## src/rtl/muldiv_iter.sv

```systemverilog
// Iterative signed/unsigned multiply and divide (MULT, MULTU, DIV, DIVU) on one shared shift/add datapath.
// Latency: start sampled at edge E0, done pulses in the cycle after edge E(WIDTH+1), for every op.
// Backpressure: stall holds the pipeline from the accepted start cycle through FIN; cancel aborts at the next edge.
//
// Ports:
//   clk, rst          clock; asynchronous active-low reset
//   start, op, a, b   request with opcode (00 MULT, 01 MULTU, 10 DIV, 11 DIVU) and operands, sampled in IDLE
//   cancel            flush: drop any operation in progress, no done pulse
//   stall             combinational pipeline hold request
//   done              one-cycle result-valid pulse
//   hi, lo            product {hi,lo} or remainder/quotient; held until the next completed op
//   div_by_zero       set with done when a divide had b == 0
module muldiv_iter #(
  parameter int WIDTH = 32,
  parameter int CNT_W = $clog2(WIDTH) + 1
) (
  input  logic             clk,
  input  logic             rst,
  input  logic             start,
  input  logic [1:0]       op,
  input  logic [WIDTH-1:0] a,
  input  logic [WIDTH-1:0] b,
  input  logic             cancel,
  output logic             stall,
  output logic             done,
  output logic [WIDTH-1:0] hi,
  output logic [WIDTH-1:0] lo,
  output logic             div_by_zero
);

  localparam logic [1:0] S_IDLE = 2'd0;
  localparam logic [1:0] S_CALC = 2'd1;
  localparam logic [1:0] S_FIN  = 2'd2;

  logic [1:0]         state;
  logic [CNT_W-1:0]   cnt;
  logic               is_div;
  logic               neg_q;    // negate product (mul) or quotient (div)
  logic               neg_r;    // negate remainder (signed divide, negative dividend)
  logic               b_zero;
  logic [WIDTH-1:0]   mag_b;
  // Multiply: {partial product high, multiplier shifting out}.
  // Divide:   {partial remainder, dividend shifting out / quotient shifting in}.
  logic [2*WIDTH-1:0] acc;

  // Operand magnitudes and signs at acceptance.
  logic             signed_op;
  logic             a_neg;
  logic             b_neg;
  logic [WIDTH-1:0] a_mag;
  logic [WIDTH-1:0] b_mag;

  always_comb begin
    signed_op = ~op[0];
    a_neg     = signed_op & a[WIDTH-1];
    b_neg     = signed_op & b[WIDTH-1];
    // The most-negative value maps onto itself, which is its correct unsigned magnitude.
    a_mag     = a_neg ? (~a + WIDTH'(1)) : a;
    b_mag     = b_neg ? (~b + WIDTH'(1)) : b;
  end

  // Shared WIDTH+1 bit adder: adds the multiplicand for a multiply step,
  // subtracts the divisor from the shifted remainder for a divide step.
  logic [WIDTH-1:0]   acc_hi;
  logic [WIDTH:0]     add_x;
  logic [WIDTH:0]     add_y;
  logic [WIDTH:0]     sum;
  logic               q_bit;
  logic [2*WIDTH-1:0] mul_next;
  logic [2*WIDTH-1:0] div_next;

  always_comb begin
    acc_hi = acc[2*WIDTH-1:WIDTH];
    if (is_div) begin
      add_x = {acc_hi, acc[WIDTH-1]};
      add_y = ~{1'b0, mag_b};
    end else begin
      add_x = {1'b0, acc_hi};
      add_y = acc[0] ? {1'b0, mag_b} : '0;
    end
    sum = add_x + add_y + (WIDTH+1)'(is_div);
    // Shifted remainder is always below 2*divisor, so bit WIDTH of the
    // difference is a clean borrow flag.
    q_bit    = ~sum[WIDTH];
    mul_next = {sum, acc[WIDTH-1:1]};
    div_next = {(q_bit ? sum[WIDTH-1:0] : {acc_hi[WIDTH-2:0], acc[WIDTH-1]}),
                acc[WIDTH-2:0], q_bit};
  end

  // Sign correction. With a zero divisor every trial subtract succeeds, so the
  // remainder ends up holding |a|; restoring its sign gives back a unchanged.
  logic [2*WIDTH-1:0] prod_fix;
  logic [WIDTH-1:0]   quo_fix;
  logic [WIDTH-1:0]   rem_fix;

  always_comb begin
    prod_fix = neg_q ? (~acc + (2*WIDTH)'(1)) : acc;
    quo_fix  = b_zero ? '1 : (neg_q ? (~acc[WIDTH-1:0] + WIDTH'(1)) : acc[WIDTH-1:0]);
    rem_fix  = neg_r ? (~acc_hi + WIDTH'(1)) : acc_hi;
  end

  always_ff @(posedge clk or negedge rst) begin
    if (!rst) begin
      state       <= S_IDLE;
      cnt         <= '0;
      is_div      <= 1'b0;
      neg_q       <= 1'b0;
      neg_r       <= 1'b0;
      b_zero      <= 1'b0;
      mag_b       <= '0;
      acc         <= '0;
      done        <= 1'b0;
      hi          <= '0;
      lo          <= '0;
      div_by_zero <= 1'b0;
    end else begin
      done <= 1'b0;
      case (state)
        S_IDLE: begin
          if (start && !cancel) begin
            is_div <= op[1];
            neg_q  <= a_neg ^ b_neg;
            neg_r  <= op[1] & a_neg;
            b_zero <= (b == '0);
            mag_b  <= b_mag;
            acc    <= {{WIDTH{1'b0}}, a_mag};
            cnt    <= CNT_W'(WIDTH);
            state  <= S_CALC;
          end
        end
        S_CALC: begin
          if (cancel) begin
            state <= S_IDLE;
          end else begin
            acc <= is_div ? div_next : mul_next;
            cnt <= cnt - CNT_W'(1);
            if (cnt == CNT_W'(1)) state <= S_FIN;
          end
        end
        S_FIN: begin
          state <= S_IDLE;
          // A flush arriving in FIN discards the result entirely.
          if (!cancel) begin
            done        <= 1'b1;
            div_by_zero <= is_div & b_zero;
            if (is_div) begin
              hi <= rem_fix;
              lo <= quo_fix;
            end else begin
              hi <= prod_fix[2*WIDTH-1:WIDTH];
              lo <= prod_fix[WIDTH-1:0];
            end
          end
        end
        default: state <= S_IDLE;
      endcase
    end
  end

  assign stall = ((state == S_IDLE) & start & ~cancel) | (state == S_CALC) | (state == S_FIN);

endmodule

```

## config.mk

```make
export PLATFORM = sky130hd
export DESIGN_NAME = muldiv_iter
export DESIGN_NICKNAME = d
export VERILOG_FILES = /design/src/rtl/muldiv_iter.sv
export SDC_FILE = /design/constraint.sdc
export NUM_CORES = 1
export LEC_CHECK = 0
export BUFFER_PORTS_ARGS = -buffer_cell sky130_fd_sc_hd__buf_2
export CORE_MARGIN = 1
export CORE_UTILIZATION = 45
export CTS_CLUSTER_DIAMETER = 60
export CTS_CLUSTER_SIZE = 28
export DETAILED_ROUTE_END_ITERATION = 8
export PLACE_DENSITY = 0.66
export SLEW_MARGIN = 5
export SYNTH_ARGS = -nofsm -noshare
export SYNTH_HDL_FRONTEND = slang
export SYNTH_SLANG_ARGS = --single-unit
```

## constraint.sdc

```tcl
create_clock -name clk -period 4.7 [get_ports clk]
set_clock_uncertainty 0.1 [all_clocks]
set_input_delay 0.235 -clock clk [delete_from_list [all_inputs] [get_ports clk]]
set_output_delay 0.235 -clock clk [all_outputs]
set_load 0.005 [all_outputs]
```

* Word level (Yosys, flattened, before mapping)
Cells that the tools add are included.
** Word-level totals
- Input port bits :: 70
- Output and inout bits :: 67
- Bits in registers :: 174
- Logic and storage cells :: 78
** Cells by class
- $add $sub $neg :: 8
- Reduce and logical (&&, ||, !) cells :: 9
- Multiplexer cells :: 25
- Bitwise logic cells :: 18
- Equal/unequal tests :: 6
** Operators with widths (count)
- $mux W32 :: 9
- $mux W64 :: 4
- $add A32 B1 Y32 const B :: 4
- $not A32 Y32 :: 4
- $pmux W64 S2 :: 1
- $mux W33 :: 2
- $add A64 B1 Y64 const B :: 1
- $not A64 Y64 :: 1
- $add A33 B1 Y33 :: 1
- $add A33 B33 Y33 :: 1
- $not A32 Y33 :: 1
- $logic_not A32 Y1 :: 1
- $mux W6 :: 2
- $pmux W6 S2 :: 1
- $and A1 B1 Y1 :: 6
- $eq A6 B1 Y1 const B :: 1
- $mux W2 :: 3
- $reduce_and A2 Y1 :: 3
- $sub A6 B1 Y6 const B :: 1
- $ne A2 B2 Y1 const B :: 2
- $pmux W2 S2 :: 1
- $ne A3 B3 Y1 const B :: 1
- $not A1 Y1 :: 3
- $reduce_and A3 Y1 :: 1
- other kinds (9) :: 11

* Longest topological paths before layout
Gate-level depths: netlist (run 1).
- Depth in word-level cells :: 8
- Mapped depth :: 19
- Depth with buffers taken out :: 14

* Worst setup path after synthesis (run 1)
No wires, ideal clock.
- Path type :: register to register
- Start point :: register is_div
- End point :: register acc[63]
- Setup time :: 0.126 ns
- Data arrival time :: 4.411 ns
- Path slack :: 0.063 ns
- Clock period less this slack :: 4.637 ns
- Stages on the path, launching flop included :: 19
- Required time :: 4.474 ns
- Path buffers :: 5
- Path through :: dfrtp_1 -> clkbuf_1 -> clkbuf_1 -> clkbuf_1 -> clkbuf_1 -> nand2_1 -> o21ai_0 -> fa_1 -> inv_1 -> fa_1 -> nand2b_1 -> a21oi_2 -> o21ai_0 -> o41a_1 -> o21ba_1 -> buf_6 -> xor2_1 -> nor2_1 -> a221o_1
** On the way
- Word-level cells in the longest chain between the ends :: 7
- Elaborated cells between the ends (all ways) :: 8
- Classes of those cells :: add/sub (2); mux (6)
** Ends and longest elaborated chain
- start, declared :: line 37 : logic is_div;
- start signal, assigned :: line 121 : is_div <= op[1];
- $mux W33 :: line 74 : if (is_div) begin
- $add A33 B33 Y33 :: line 81 : sum = add_x + add_y + (WIDTH+1)'(is_div);
- $add A33 B1 Y33 :: line 81
- $mux W32 :: line 86 : div_next = {(q_bit ? sum[WIDTH-1:0] : {acc_hi[WIDTH-2:0], acc[WIDTH-1]}),
- $mux W64 (*) :: line 135 : acc <= is_div ? div_next : mul_next;
- $mux W64 (*) :: line 132 : if (cancel) begin
- $pmux W64 S2 (*) :: line 118 : case (state)
- end signal, assigned :: line 126 : acc <= {{WIDTH{1'b0}}, a_mag};
- end signal, assigned :: line 135
- end, declared :: line 44 : logic [2*WIDTH-1:0] acc;
Every way passes the cells marked *; elsewhere a longest branch is shown, timed or not. The select of a mux whose other input is x is not followed.
A chain may end at the register's enable or synchronous reset.

* Final worst setup path (run 1)
Ends and elaborated chain as after synthesis.

==> impl_metrics.env, run 1 <==
export IMPL_htree_levels=4
export IMPL_synthArstFlopShare=1.00
export IMPL_die_x_um=171
export IMPL_overflow=0
export IMPL_cts_tree="yes"
export IMPL_hp_class="in -> reg"
export IMPL_setup_viol_count_final=0
export IMPL_switchingPower_mw=3.74
export IMPL_cp_start_kind="flip-flop"
export IMPL_finalCriticalPeriod_ps=4350
export IMPL_finalCritPeriodShare=0.926
export IMPL_grt_pass1_vias=10500
export IMPL_area_delta_synth_final_pct=14.1
export IMPL_power_density_mw_per_mm2=561
export IMPL_switching_share=0.456
export IMPL_leakagePower_nw=6.51
export IMPL_fmax_ghz=0.230
export IMPL_cts_clk_slew_worst_paths_ps=80
export IMPL_wl_um=35700
export IMPL_power_frac_comb=0.517
export IMPL_final_cell_mix="197 x nand2_1, 195 x o21ai_0, 173 x dfrtp_1"
export IMPL_power_internal_mw=4.47
export IMPL_irDropWorstVdd_mv=0.297
export IMPL_synth_seq_cells=174
export IMPL_postCtsResizedCells=0
export IMPL_drive_above_1_share=0.183
export IMPL_p_clk_frac=0.171
export IMPL_relSlewSlack=0.216
export IMPL_rsz0062_at_grt="no"
export IMPL_syn_inst=1536
export IMPL_synth_seq_area_share=0.339
export IMPL_slew_violations=0
export IMPL_cts_root_buffer="clkbuf_16"
export IMPL_fin_setup_tns_ps=0
export IMPL_path_class="reg -> reg"
export IMPL_crit_arrival_ps=4590
export IMPL_status="complete, no violations"
export IMPL_wl_per_cell_um=17.5
export IMPL_clockBufferDepth=2
export IMPL_syn_cell_area_mm2=0.0128
export IMPL_core_mm2=0.0279
export IMPL_die_area_mm2=0.0292
export IMPL_synth_edf_count=0
export IMPL_synth_flop_cell="dfrtp_1"
export IMPL_syn_num_nets=1646
export IMPL_worst_slack_ps=349
export IMPL_worstPathMaxFanout=31
export IMPL_io_buffers=136
export IMPL_grt_usage=0.251
export IMPL_die_y_um=171
export IMPL_gp_congestion=0.918
export IMPL_start_util=0.459
export IMPL_maxCapViolations=0
export IMPL_synth_cell_type_count=74
export IMPL_dp_slack_ps=310
export IMPL_cp_required_ps=4930
export IMPL_nets=1756
export IMPL_insertion_delay_ps=450
export IMPL_hold_viol=0
export IMPL_dpl_cell_area_mm2=0.0139
export IMPL_synth_avg_cell_area_um2=8.35
export IMPL_numCtsBuffers=17
export IMPL_clock_sinks=174
export IMPL_holdWs_ps=13.5
export IMPL_antenna_found_initial=1
export IMPL_yosys_warnings=0
export IMPL_hpwl_um=26300
export IMPL_grt_pass1_wl_um=57500
export IMPL_post_route_drc_count=0
export IMPL_vias_per_cell=5.64
export IMPL_ant_nets=0
export IMPL_grt_max_degree=76
export IMPL_vias=11500
export IMPL_layout_commonest_cell="nand2_1"
export IMPL_ios=137
export IMPL_worstMarginPinSlew_ps=1170
export IMPL_pwr_share_seq=0.312
export IMPL_drt_iter0_drc=1100
export IMPL_cp_end_kind="flip-flop"
export IMPL_placementRows=61
export IMPL_drt_pass1_iter_count=5
export IMPL_postLayoutCellArea_mm2=0.0146
-- per-stage QoR --
| step | utilization | instances | power (mW) |
|---|---|---|---|
| final | 0.524 | 2038 | 8.22 |
| after global routing | 0.524 | 2037 | 8.79 |
| after CTS | 0.523 | 2032 | 8.12 |
| after detailed placement | 0.498 | 1986 | 6.69 |
| after global placement | 0.498 | 1986 | 6.63 |
| after floorplan | - | 1536 | 5.38 |
-- path summary, 6_finish.rpt --
path                               startpoint              endpoint  slack [ps]  cells past startpoint
max                        is_div$_DFFE_PN0P_   acc[63]$_DFFE_PN0P_         350                     13
min                                      b[6]  mag_b[6]$_DFFE_PN0P_          10                      3
max reg2reg                is_div$_DFFE_PN0P_   acc[63]$_DFFE_PN0P_         350                     13
min reg2reg                hi[21]$_DFFE_PN0P_    hi[21]$_DFFE_PN0P_         370                      2
max in group asynchronous                 rst    is_div$_DFFE_PN0P_        3010                      3
min in group asynchronous                 rst   acc[15]$_DFFE_PN0P_         260                      2
-- area by class of cell --
type,count,area (um^2)
Clock buffer,18,429
Multi-Input combinational cell,1231,7970
Tap cell,378,473
Sequential cell,174,4360
Timing Repair Buffer,198,1190
Fill cell,2713,13300
Antenna cell,1,2.50
Inverter,24,90.1
Clock inverter,14,130
-- synth_stat cells, types with 12 or more instances --
master | instances | area [um^2]
o21ai_0 | 195 | 976
a21oi_1 | 123 | 616
o211ai_1 | 14 | 105
mux2_2 | 62 | 698
dfrtp_1 | 174 | 4350
nor4_1 | 12 | 75.1
nor2_1 | 106 | 398
nand2b_1 | 14 | 87.6
nand2_1 | 199 | 747
nand4_1 | 12 | 75.1
clkbuf_1 | 91 | 342
xor2_1 | 71 | 622
xnor2_1 | 85 | 744
a22oi_1 | 19 | 143
a21o_1 | 13 | 97.6
mux2i_1 | 51 | 510
ha_1 | 38 | 475
nor3_1 | 43 | 215
nor2b_1 | 13 | 81.3
inv_1 | 23 | 86.3
o31ai_1 | 15 | 113
nand3_1 | 18 | 90.1
-- flip-flops by register name (all words and copies together) (netlist names), 2 cells and up --
register / count
acc: 64
hi: 32
lo: 32
mag_b: 32
cnt: 6
state: 2
-- what timing repair did --
| item | in CTS | in global routing |
|---|---|---|
| buffers inserted | 0 | 5 |
| hold buffers | 14 | 0 |
| setup endpoints to repair | 0 | 8 |
| endpoints found under the hold margin | 87 | 0 |
-- power groups by stage --
stage	Clock, mW	Combinational (mW)	Sequential (mW)
floorplan	0	3.10	2.28
global placement	0	4.08	2.55
detailed placement	0	4.12	2.57
CTS	1.42	4.16	2.54
global route	1.48	4.68	2.63
finish	1.41	4.25	2.56
-- cell families (layout without fill, tap and decap cells) --
logic type,count (synthesis),after routing,share of synthesized area
xor+xnor,157,157,0.109
compound gates,450,450,0.207
fa+ha+maj,40,40,0.0402
simple gates,471,471,0.170
buf+inv,131,254,0.0411
mux,113,113,0.0942
other cells,0,1,0
flops,174,174,0.339
-- critical path: stages (launching register included) --
cell and delay (ps):
dfrtp_4 580, nor2_1 190, buf_4 310, mux2_2 240, inv_1 50, fa_1 420, nand2b_1 190, a21oi_2 160
o21ai_0 130, o41a_1 510, o21ba_1 340, xor2_1 420, nor2_1 190, a221o_1 390
-- per-layer routing --
| layer | vias up | share of wire | global-route usage |
|---|---|---|---|
| li1 | 5677 | - | - |
| met1 | 5455 | 0.52 | 0.397 |
| met2 | 345 | 0.41 | 0.357 |
| met3 | 26 | 0.056 | 0.0375 |
| met4 | 0 | 0.010 | 0.0485 |
| met5 | - | 0 | 0 |
Note: power is estimated with default switching activity, not from simulation.
==> run 2, diff against run 1 <==
--- a/config.mk
+++ b/config.mk
@@ -5,6 +5,7 @@
 export SDC_FILE = /design/constraint.sdc
 export NUM_CORES = 1
 export LEC_CHECK = 0
+export ABC_AREA = 1
 export BUFFER_PORTS_ARGS = -buffer_cell sky130_fd_sc_hd__buf_2
 export CORE_MARGIN = 1
 export CORE_UTILIZATION = 45
==> run 2 against run 1 <==
Net effect:
- synthesized area up 19%
- critical path depth rose by 3
- count of clock-buffer cells in the layout stayed put
- power increased by 23%
- wire length rose by 56%
- via count grew 44%
- non-clock buffer count down 30
- global-route usage is 7.4 points higher
==> impl_metrics.env, run 2 <==
export IMPL_core_mm2=0.0334
export IMPL_die_area_mm2=0.0346
export IMPL_holdCritStartpoint="b[28]"
export IMPL_fmax_ghz=0.255
export IMPL_synth_seq_area_share=0.285
export IMPL_grt_pass1_wl_um=85700
export IMPL_wl_um=55500
export IMPL_r2r_start="is_div$_DFFE_PN0P_"
export IMPL_cts_root_buffer="clkbuf_16"
export IMPL_switchingPower_mw=5.54
export IMPL_worstMarginPinSlew_ps=969
export IMPL_yosys_warnings=0
export IMPL_path_class="reg -> reg"
export IMPL_numCtsBuffers=17
export IMPL_whs_path_depth=4
export IMPL_setup_viol_count_final=0
export IMPL_power_density_mw_per_mm2=596
export IMPL_fin_util=0.507
export IMPL_r2r_setup_slack_ps=770
export IMPL_hpwl_um=43400
export IMPL_hp_class="in -> reg"
export IMPL_post_route_drc_count=0
export IMPL_nets=2710
export IMPL_synthArstFlopShare=1.00
export IMPL_grt_max_degree=93
export IMPL_relSlewSlack=0.353
export IMPL_layout_commonest_cell="nand2_1"
export IMPL_grt_pass1_vias=14800
export IMPL_syn_inst=2510
export IMPL_cts_clk_slew_worst_paths_ps=70
export IMPL_hold_end="mag_b[28]$_DFFE_PN0P_"
export IMPL_diodes=0
export IMPL_p_clk_frac=0.144
export IMPL_insertion_delay_ps=450
export IMPL_regMostFlops="acc"
export IMPL_synth_area_top_cells="dfrtp_1 29%, nand2_1 19%, inv_1 8.2%"
export IMPL_vias_per_cell=5.41
export IMPL_ios=137
export IMPL_postCtsSetupBuffers=0
export IMPL_yosysMostFrequentCell="nand2_1"
export IMPL_wl_per_cell_um=18.1
export IMPL_overflow=0
export IMPL_yosysTopAreaCellShare=0.285
export IMPL_leakagePower_nw=9.01
export IMPL_worst_slack_ps=773
export IMPL_power_frac_comb=0.603
export IMPL_irDropWorstVdd_mv=0.311
export IMPL_synth_flop_cell="dfrtp_1"
export IMPL_antenna_found_initial=0
export IMPL_clockBufferDepth=2
export IMPL_maxCapViolations=0
export IMPL_drive_above_1_share=0.0903
export IMPL_start_util=0.456
export IMPL_io_buffers=136
export IMPL_hold_viol=0
export IMPL_dp_slack_ps=924
export IMPL_rsz0062_at_grt="no"
export IMPL_synth_cell_type_count=51
export IMPL_synth_seq_cells=174
export IMPL_area_delta_synth_final_pct=11.2
export IMPL_drt_iter0_drc=1590
export IMPL_cp_start_kind="flip-flop"
export IMPL_crit_arrival_ps=4210
export IMPL_cts_tree="yes"
export IMPL_gp_congestion=0.993
export IMPL_synth_avg_cell_area_um2=6.08
export IMPL_htree_levels=4
export IMPL_die_y_um=186
export IMPL_die_x_um=186
export IMPL_drt_pass1_iter_count=6
export IMPL_synth_top_area_cell="dfrtp_1"
export IMPL_grt_usage=0.325
export IMPL_placementRows=67
export IMPL_finalCriticalPeriod_ps=3930
export IMPL_slew_violations=0
export IMPL_status="complete, no violations"
export IMPL_fin_setup_tns_ps=0
export IMPL_synth_edf_count=0
export IMPL_worstReg2RegEnd="acc[63]$_DFFE_PN0P_"
export IMPL_pwr_share_seq=0.253
export IMPL_syn_num_nets=2620
export IMPL_cp_end_kind="flip-flop"
export IMPL_worstPathMaxFanout=75
export IMPL_switching_share=0.548
export IMPL_synth_common_cells="771 x nand2_1, 335 x inv_1, 273 x nor2_1"
export IMPL_clock_sinks=174
export IMPL_ff2ff_path_depth=16
export IMPL_report_power_total_mw=10.1
export IMPL_power_internal_mw=4.57
export IMPL_vias=16600
export IMPL_finalCritPeriodShare=0.835
export IMPL_cp_required_ps=4990
export IMPL_largest_register_ffs=64
export IMPL_syn_cell_area_mm2=0.0153
export IMPL_final_cell_mix="771 x nand2_1, 334 x inv_1, 271 x nor2_1"
export IMPL_ant_nets=0
==> run 2: how the worst max path moves through the flow <==
| stage | from | endpoint | slack [ps] | cells past startpoint |
|---|---|---|---|---|
| global placement | is_div$_DFFE_PN0P_ | acc[63]$_DFFE_PN0P_ | 940 | 16 |
| CTS | is_div$_DFFE_PN0P_ | acc[63]$_DFFE_PN0P_ | 900 | 16 |
| detailed placement | is_div$_DFFE_PN0P_ | acc[63]$_DFFE_PN0P_ | 920 | 16 |
| finish | is_div$_DFFE_PN0P_ | acc[63]$_DFFE_PN0P_ | 770 | 16 |
| global route | is_div$_DFFE_PN0P_ | acc[63]$_DFFE_PN0P_ | 580 | 18 |
| floorplan | is_div$_DFFE_PN0P_ | acc[52]$_DFFE_PN0P_ | 1110 | 24 |
==> run 2: metal layers <==
layer	global-route usage	part of all wire
met5	0	0
met4	0.0797	0.021
met3	0.0366	0.067
met2	0.495	0.43
met1	0.485	0.48
==> run 2: kinds of logic after synthesis <==
family | Yosys count | share of synthesized area
flops | 174 | 0.285
xor+xnor | 68 | 0.0390
buf+inv | 434 | 0.110
fa+ha+maj | 40 | 0.0338
simple gates | 1413 | 0.392
compound gates | 381 | 0.140
==> run 2: layout make-up <==
class,instances,area (um^2)
repair buffers,168,962
inverters,337,1260
well taps,448,561
multi-input cells,1902,9240
fillers,3607,16500
flip-flops and latches,174,4360
clock buffers,18,439
clock inverters,14,133
==> run 2: timing repair <==
action	4_1_cts	5_1_grt
hold endpoints to repair	98	0
hold buffers	9	0
gates resized for setup	0	0
==> run 2: stage by stage <==
stage          area [um^2]  hold slack [ps]  cells
2_1_floorplan        15300             -161   2510
3_3_place_gp         16300              282   3020
3_5_place_dp         16300              288   3020
4_1_cts              17000             1.34   3061
5_1_grt              17000             26.8   3061
6_report             17000             5.37   3061
==> run 2: critical path, stage by stage (launching register included) <==
cell     delay (ps)
dfrtp_4         610
buf_12          250
o21ai_0         610
ha_1            430
nand2_2         140
inv_2            40
nand2_1          60
nand2_1          70
nand2_1          70
nand2_1         110
a21oi_4         260
nand3_4         340
nand2_4         430
nand3_1         120
nand2_1          80
nand2_1          50
nand2_1          80
==> run 2: power groups by stage <==
stage / clock network, mW / logic [mW] / registers, mW
2_1_floorplan: 0 / 4.22 / 2.29
3_3_place_gp: 0 / 5.93 / 2.55
3_5_place_dp: 0 / 5.96 / 2.55
4_1_cts: 1.47 / 5.99 / 2.53
5_1_grt: 1.53 / 6.74 / 2.61
6_report: 1.46 / 6.09 / 2.56
